--- config.mk ---
export PLATFORM = sky130hd
export DESIGN_NAME = iq_tx_interleaver
export DESIGN_NICKNAME = d
export VERILOG_FILES = /design/src/rtl/iq_tx_interleaver.sv
export SDC_FILE = /design/constraint.sdc
export NUM_CORES = 1
export LEC_CHECK = 0
export CORE_MARGIN = 3
export CORE_UTILIZATION = 30
export CTS_CLUSTER_DIAMETER = 30
export DETAILED_ROUTE_END_ITERATION = 7
export HOLD_SLACK_MARGIN = 0.1
export PLACE_DENSITY = 0.56
export RECOVER_POWER = 50
export SLEW_MARGIN = 20
export SYNTH_ARGS = -nofsm -noshare
export SYNTH_HDL_FRONTEND = slang
export SYNTH_SLANG_ARGS = --single-unit
--- constraint.sdc ---
create_clock -name clk -period 4.3 [get_ports clk]
set_input_delay 0.86 -clock clk [delete_from_list [all_inputs] [get_ports clk]]
set_output_delay 0.86 -clock clk [all_outputs]
set_load 0.03 [all_outputs]
--- src/rtl/iq_tx_interleaver.sv ---
// iq_tx_interleaver
// Buffers parallel signed 16-bit I/Q pairs from top_tx in a small FIFO and
// serialises them onto one 16-bit DAC-facing bus, I word first then Q word,
// under a valid/ready handshake. Counts dropped pairs and stream underruns.
//
// Ports:
//   clk          - system clock, rising edge
//   reset        - asynchronous, active-high; clears all state
//   in_valid     - din_i/din_q hold a valid pair
//   in_ready     - FIFO can accept a pair (fill < DEPTH)
//   din_i, din_q - signed I and Q samples
//   out_valid    - dout holds a valid word
//   out_ready    - downstream accepts dout this cycle
//   dout         - interleaved sample word
//   dout_sel     - 0 = dout is I, 1 = dout is Q
//   fill         - FIFO occupancy in pairs
//   drop_cnt     - pairs offered while full (saturating)
//   underrun_cnt - stream breaks after a Q word (saturating)
//
// Optional feature macro: IQ_TX_OFFSET_BINARY_EN
//   When defined, the MSB of every output word is inverted, converting
//   two's complement samples to offset binary for unsigned DACs.
module iq_tx_interleaver #(
    parameter int DEPTH = 16,
    parameter int CNT_W = 16
) (
    input  logic                     clk,
    input  logic                     reset,
    input  logic                     in_valid,
    output logic                     in_ready,
    input  logic [15:0]              din_i,
    input  logic [15:0]              din_q,
    output logic                     out_valid,
    input  logic                     out_ready,
    output logic [15:0]              dout,
    output logic                     dout_sel,
    output logic [$clog2(DEPTH):0]   fill,
    output logic [CNT_W-1:0]         drop_cnt,
    output logic [CNT_W-1:0]         underrun_cnt
);

    localparam int AW = $clog2(DEPTH);
    localparam logic [AW:0] FULL = (AW+1)'(DEPTH);

    typedef enum logic [1:0] {IDLE, SEND_I, SEND_Q} state_t;

    state_t        state;
    logic [31:0]   mem [DEPTH];
    logic [AW-1:0] wr_ptr;
    logic [AW-1:0] rd_ptr;
    logic [31:0]   head;
    logic [15:0]   pair_i;
    logic [15:0]   pair_q;
    logic          push;
    logic          pop;
    logic          drop;
    logic          underrun;
    logic          have_data;

    function automatic logic [15:0] to_dac(input logic [15:0] s);
`ifdef IQ_TX_OFFSET_BINARY_EN
        return {~s[15], s[14:0]};
`else
        return s;
`endif
    endfunction

    // in_ready comes straight from registered fill, so a pop at full only
    // frees space for the following cycle.
    assign in_ready  = (fill < FULL);
    assign have_data = (fill != '0);
    assign push      = in_valid && in_ready;
    assign drop      = in_valid && !in_ready;
    assign head      = mem[rd_ptr];

    // The FIFO head is consumed only when the pair register loads: from IDLE,
    // or at the end of a Q transfer when more data is waiting.
    assign pop      = have_data && ((state == IDLE) || (state == SEND_Q && out_ready));
    assign underrun = (state == SEND_Q) && out_ready && !have_data;

    // Storage array carries no reset; stale entries are unreachable once
    // the pointers and fill are cleared.
    always_ff @(posedge clk) begin
        if (push) begin
            mem[wr_ptr] <= {din_i, din_q};
        end
    end

    // Pointers, occupancy and the saturating debug counters.
    always_ff @(posedge clk or posedge reset) begin
        if (reset) begin
            wr_ptr       <= '0;
            rd_ptr       <= '0;
            fill         <= '0;
            drop_cnt     <= '0;
            underrun_cnt <= '0;
        end else begin
            if (push) wr_ptr <= wr_ptr + 1'b1;
            if (pop)  rd_ptr <= rd_ptr + 1'b1;
            case ({push, pop})
                2'b10:   fill <= fill + 1'b1;
                2'b01:   fill <= fill - 1'b1;
                default: fill <= fill;
            endcase
            if (drop && (drop_cnt != '1)) begin
                drop_cnt <= drop_cnt + 1'b1;
            end
            if (underrun && (underrun_cnt != '1)) begin
                underrun_cnt <= underrun_cnt + 1'b1;
            end
        end
    end

    // Output FSM. Leaving IDLE, the pair is loaded first and the I word is
    // presented one cycle later (SEND_I with out_valid still low). On a
    // back-to-back Q->I transition the next I word is driven directly from
    // the FIFO head so there is no bubble on the bus.
    always_ff @(posedge clk or posedge reset) begin
        if (reset) begin
            state     <= IDLE;
            out_valid <= 1'b0;
            dout      <= '0;
            dout_sel  <= 1'b0;
            pair_i    <= '0;
            pair_q    <= '0;
        end else begin
            case (state)
                IDLE: begin
                    out_valid <= 1'b0;
                    if (have_data) begin
                        pair_i <= head[31:16];
                        pair_q <= head[15:0];
                        state  <= SEND_I;
                    end
                end
                SEND_I: begin
                    if (!out_valid) begin
                        out_valid <= 1'b1;
                        dout      <= to_dac(pair_i);
                        dout_sel  <= 1'b0;
                    end else if (out_ready) begin
                        dout     <= to_dac(pair_q);
                        dout_sel <= 1'b1;
                        state    <= SEND_Q;
                    end
                end
                SEND_Q: begin
                    if (out_ready) begin
                        if (have_data) begin
                            pair_i   <= head[31:16];
                            pair_q   <= head[15:0];
                            dout     <= to_dac(head[31:16]);
                            dout_sel <= 1'b0;
                            state    <= SEND_I;
                        end else begin
                            out_valid <= 1'b0;
                            state     <= IDLE;
                        end
                    end
                end
                default: begin
                    out_valid <= 1'b0;
                    state     <= IDLE;
                end
            endcase
        end
    end

endmodule

### Word-level counts from Yosys, hierarchy flattened

Memory sizes are Yosys's and may differ from the RTL's.
Cells that the tools add are included.
Widths: inputs -> output; s select.

| storage, ports and cells | value |
|---|---|
| RAM bits | 512 |
| output and inout port bits | 56 |
| register bits after elaboration | 97 |
| logic and storage cells | 79 |
| memories kept | 1 |

Memory list:

| name | depth | width | rd ports | clocked after memory_dff | write ports | RTL line | text |
|---|---|---|---|---|---|---|---|
| mem | 16 | 32 | 1 | 0 | 1 | 48 | `logic [31:0] mem [DEPTH];` |

| cells by class | value |
|---|---|
| add/sub/neg operators | 6 |
| reductions and logical operators | 19 |
| mux-type cells | 28 |
| magnitude comparators | 1 |
| eq/ne operators | 13 |

Operators with widths:

| operator | number |
|---|---|
| $mux 16 | 8 |
| $pmux 16 s2 | 3 |
| $add 16x1->16 const B | 2 |
| $ne 16x16->1 const B | 2 |
| $ne 2x2->1 const B | 6 |
| $pmux 5 s2 | 1 |
| $mux 1 | 9 |
| $add 4x1->4 const B | 2 |
| $mux 2 | 4 |
| $reduce_and 4->1 | 2 |
| $logic_and 1x1->1 | 7 |
| $pmux 2 s3 | 1 |
| $reduce_bool 2->1 | 3 |
| $add 5x1->5 const B | 1 |
| $lt 5x5->1 const B | 1 |
| $reduce_bool 5->1 | 1 |
| $sub 5x1->5 const B | 1 |
| $eq 2x1->1 const B | 2 |
| $eq 2x2->1 const B | 2 |
| $pmux 1 s2 | 2 |
| $reduce_and 2->1 | 2 |
| $ne 3x3->1 const B | 1 |
| $logic_not 1->1 | 2 |
| $logic_not 2->1 | 1 |
| $logic_or 1x1->1 | 1 |

### Longest topological paths before layout

| depth | value |
|---|---|
| depth after elaboration | 6 |
| mapped depth | 13 |
| depth with buffers taken out | 12 |

### Worst setup path before layout

No wires, ideal clock.

| timing | value |
|---|---|
| path kind | input-to-reg |
| start | input in_valid |
| end | memory mem[3][0], enable pin |
| buffers on the path | 1 |
| data arrival time | 3,625 ps |
| data required time | 3,839 ps |
| stages on the path | 4 |
| slack | 214 ps |
| cells stage by stage | nor2b_1 clkbuf_1 nand2_1 nor3_1 |

| between the ends | value |
|---|---|
| word-level cells in the longest chain between the ends | 3 |

Ends and longest elaborated chain:

| element | RTL line | text |
|---|---|---|
| start, declared | 29 | `input logic in_valid,` |
| $logic_and 1x1->1 | 72 | `assign push = in_valid && in_ready;` |
| $mux 1 | 84 | `if (push) begin` |
| $mux 1 (not written as such) | 85 | `mem[wr_ptr] <= {din_i, din_q};` |
| end, declared | 48 |  |

No other way between the ends.

### Final worst setup path

| timing | value |
|---|---|
| start | register state[1] |
| end | register fill[4] |

| between the ends | value |
|---|---|
| word-level cells in the longest chain between the ends | 6 |
| elaborated cells on any way between the ends | 9 |

Ends and longest elaborated chain:

| element | RTL line | text |
|---|---|---|
| start, declared | 47 | `state_t state;` |
| start signal, assigned | 120 | `state <= IDLE;` |
| start signal, assigned | 133 | `state <= SEND_I;` |
| start signal, assigned | 144 | `state <= SEND_Q;` |
| $eq 2x2->1 | 78 | `assign pop = have_data && ((state == IDLE) \|\| (state == SEND_Q && out_ready));` |
| $logic_and 1x1->1 | 78 |  |
| $logic_or 1x1->1 * | 78 |  |
| $logic_and 1x1->1 * | 78 |  |
| via pop | 55 | `logic pop;` |
| $eq 2x1->1 / $eq 2x2->1 (equally long branches) | 100 | `case ({push, pop})` |
| $pmux 5 s2 / $reduce_bool 2->1 (equally long branches) | n/a |  |
| end signal, assigned | 101 | `2'b10: fill <= fill + 1'b1;` |
| end signal, assigned | 102 | `2'b01: fill <= fill - 1'b1;` |
| end signal, assigned | 103 | `default: fill <= fill;` |
| end, declared | 37 | `output logic [$clog2(DEPTH):0] fill,` |

Mark *: on every way through the listed nets, which the timed path passes. The rest lies on a longest branch.
A chain may end at the register's enable or synchronous reset.

==> impl_metrics.toml <==
[sta]
skew_ns = 0.0632
drv_slew = 57
slew_headroom_pct = -74.2
fin_setup_tns_ns = 0
fin_crit_sh_pct = 74.0
max_freq_ghz = 0.314
period_needed_ns = 3.18
rsz0062_at_grt = "no"
worstMarginPinSlew_ns = 2.60
finalSetupViolCount = 0
hold_violations = 0

[route]
num_vias = 12800
drtAntennaViolNets = 0
wl_um = 56600
viasPerCell = 4.86
wire_per_inst_um = 21.5
drcViolationCount = 0
drt_first_pass_iters = 5
drt_iter0_drc = 1024

[clock_network]
clk_pin_slew_ns = 0.04
postCtsSetupBuffers = 0
cts_tree = "yes"
htree_levels = 3
insertion_delay_ns = 0.68
cts_inserted_buffers = 120
clk_path_buf_depth = 3
numClockSinks = 609
postCtsHoldBufs = 0
cts_resized = 0
root_buffer = "clkbuf_16"

[grt]
grt_overflow_total = 0
grt_pass1_vias = 13300
grt_antenna_before_repair = 3
grt_max_degree = 71
grt_usage_pct = 13.7
grt_pass1_wl_um = 85800

[setup_path]
cp.arrival_ns = 3.73
cp-end-kind = "flop"
worstPathMaxFanout = 23
cp-start-kind = "flop"
cp_data_required_time_ns = 4.84
path_class = "reg2reg"

[synth]
syn_area_per_cell_um2 = 18.8
yosysSeqAreaShare_pct = 73.9
synth_cell_types = 51
synthTopCellsByArea = "edfxtp_1 (64%), mux4_2 (12%), dfrtp_1 (10%)"
synth_top_cell_by_area = "edfxtp_1"
synthFlopType = "edfxtp_1"
synth-edff-count = 512
syn_area_mm2 = 0.0241
synth_nets = 1329
ys_ff_latch = 609
synth_cells = 1281
yosys_warnings = 0
yosysTopAreaCellShare_pct = 63.8
synthArstFlopShare_pct = 15.9

[floorplanning]
rows = 103
fp.dieH_um = 289
die_w_um = 289
io_pins = 92
start_util_pct = 30.4
design.core.area_mm2 = 0.0793
dieArea_mm2 = 0.0837

[status]
status = "finished with violations"
violations = "max-capacitance violations, max-slew violations"

[pwr]
p_per_area_mw_per_mm2 = 736
peakVddDrop_uv = 386
p_total_mw = 22.6
p_leak_nw = 10.6

[finish]
nNetsFinal = 1523
area_growth_pct = 27.5
layout-drive-gt1-share_pct = 27.0
final_core_util_pct = 38.8

[flow_run]
maxCapViolations = 1

[placement]
place_congestion = 0.798
dp_hpwl_um = 33700
portBuffers = 91

[min_path]
hp-class = "reg2reg"
cell families (layout without fill, tap and decap cells):
group | Yosys count | count (layout) | share of synthesized area [%]
flops | 609 | 609 | 73.9
fa+ha+maj | 12 | 12 | 0.654
buf+inv | 87 | 389 | 1.58
simple gates | 203 | 203 | 3.91
xor+xnor | 37 | 37 | 1.35
other cells | 0 | 1 | 0
compound gates | 154 | 154 | 4.43
mux | 179 | 179 | 14.2
stage by stage:
| stage | cells | cell area [um2] | worst slack, ns | hold slack, ns |
|---|---|---|---|---|
| 2_1_floorplan | 1281 | 24100 | 0.214 | 0.446 |
| 3_3_place_gp | 2403 | 26600 | 0.499 | 0.462 |
| 3_5_place_dp | 2403 | 26600 | 0.499 | 0.471 |
| 4_1_cts | 2633 | 30700 | 1.13 | 0.480 |
| 5_1_grt | 2633 | 30700 | 0.948 | 0.505 |
| 6_report | 2634 | 30700 | 1.12 | 0.478 |
sequential cells by signal, indices dropped and copies added (netlist names), 4 cells and up:
| signal | cells |
|---|---|
| drop_cnt | 16 |
| dout | 16 |
| fill | 5 |
| pair_i | 16 |
| pair_q | 16 |
| wr_ptr | 4 |
| mem | 512 |
| underrun_cnt | 16 |
| rd_ptr | 4 |
routing by layer:
metal  vias up  share of wire, %  track usage [%]
met2       419                47             21.4
met5         -                 0                0
met3       121               5.5             2.83
met1      6673                44             19.2
met4         0               2.9             4.71
li1       5581                 -                -
area by class of cell:
| cell class | count | area (um2) |
|---|---|---|
| diodes | 1 | 2.50 |
| flip-flops and latches | 609 | 17800 |
| clock buffers | 141 | 3150 |
| fillers | 7150 | 48500 |
| well taps | 1050 | 1310 |
| clock inverters | 89 | 1010 |
| multi-input cells | 585 | 6010 |
| repair buffers | 140 | 1350 |
| inverters | 19 | 72.6 |
power breakdown:
part / internal, mW / switching [mW]
Combinational: 2.51 / 3.08
Sequential: 7.07 / 0.645
Clock: 6.22 / 3.09
cell usage after synthesis, types with 17 or more instances:
cell      number
dfrtp_1       97
clkbuf_1      36
mux2_2        17
edfxtp_1     512
xor2_1        21
mux2i_1       33
nand2_1       89
nor2_1        50
a21oi_1       23
inv_1         17
o21ai_0       26
a22o_1        32
mux4_2       128
critical path, stage by stage (launching register included):
cell and delay, ns:
dfrtp_1 0.35, buf_4 0.22, clkinv_1 0.07, buf_4 0.25, nor2_1 0.11, or3_2 0.45
inv_2 0.13, ha_1 0.23, inv_1 0.10, fa_1 0.42, nor2b_1 0.13, o21ai_0 0.11
and3_1 0.19, nor3_1 0.18, xnor2_1 0.14
final timing paths:
check,cells after the start,startpoint,slack (ns),endpoint
min in group asynchronous,2,reset,1.38,dout[1]
setup / recovery,14,state[1],1.12,fill[4]
hold reg to reg,2,pair_i[7],0.48,pair_i[7]
max in group asynchronous,2,reset,1.44,rd_ptr[0]
hold / removal,2,pair_i[7],0.48,pair_i[7]
setup reg to reg,14,state[1],1.12,fill[4]
cells in the final DEF, fill, tap and decap left out, drive strengths merged, types with 18 or more instances in the layout:
| cell type | instances |
|---|---|
| edfxtp | 512 |
| inv | 31 |
| clkinv | 48 |
| buf | 47 |
| dfrtp | 97 |
| dlygate4sd3 | 34 |
| a21oi | 23 |
| nor2 | 50 |
| mux2i | 33 |
| xor2 | 21 |
| mux4 | 128 |
| mux2 | 18 |
| clkbuf | 143 |
| a22o | 32 |
| clkdlybuf4s50 | 57 |
| o21ai | 40 |
| nand2 | 90 |
(Power assumes the default switching activity.)
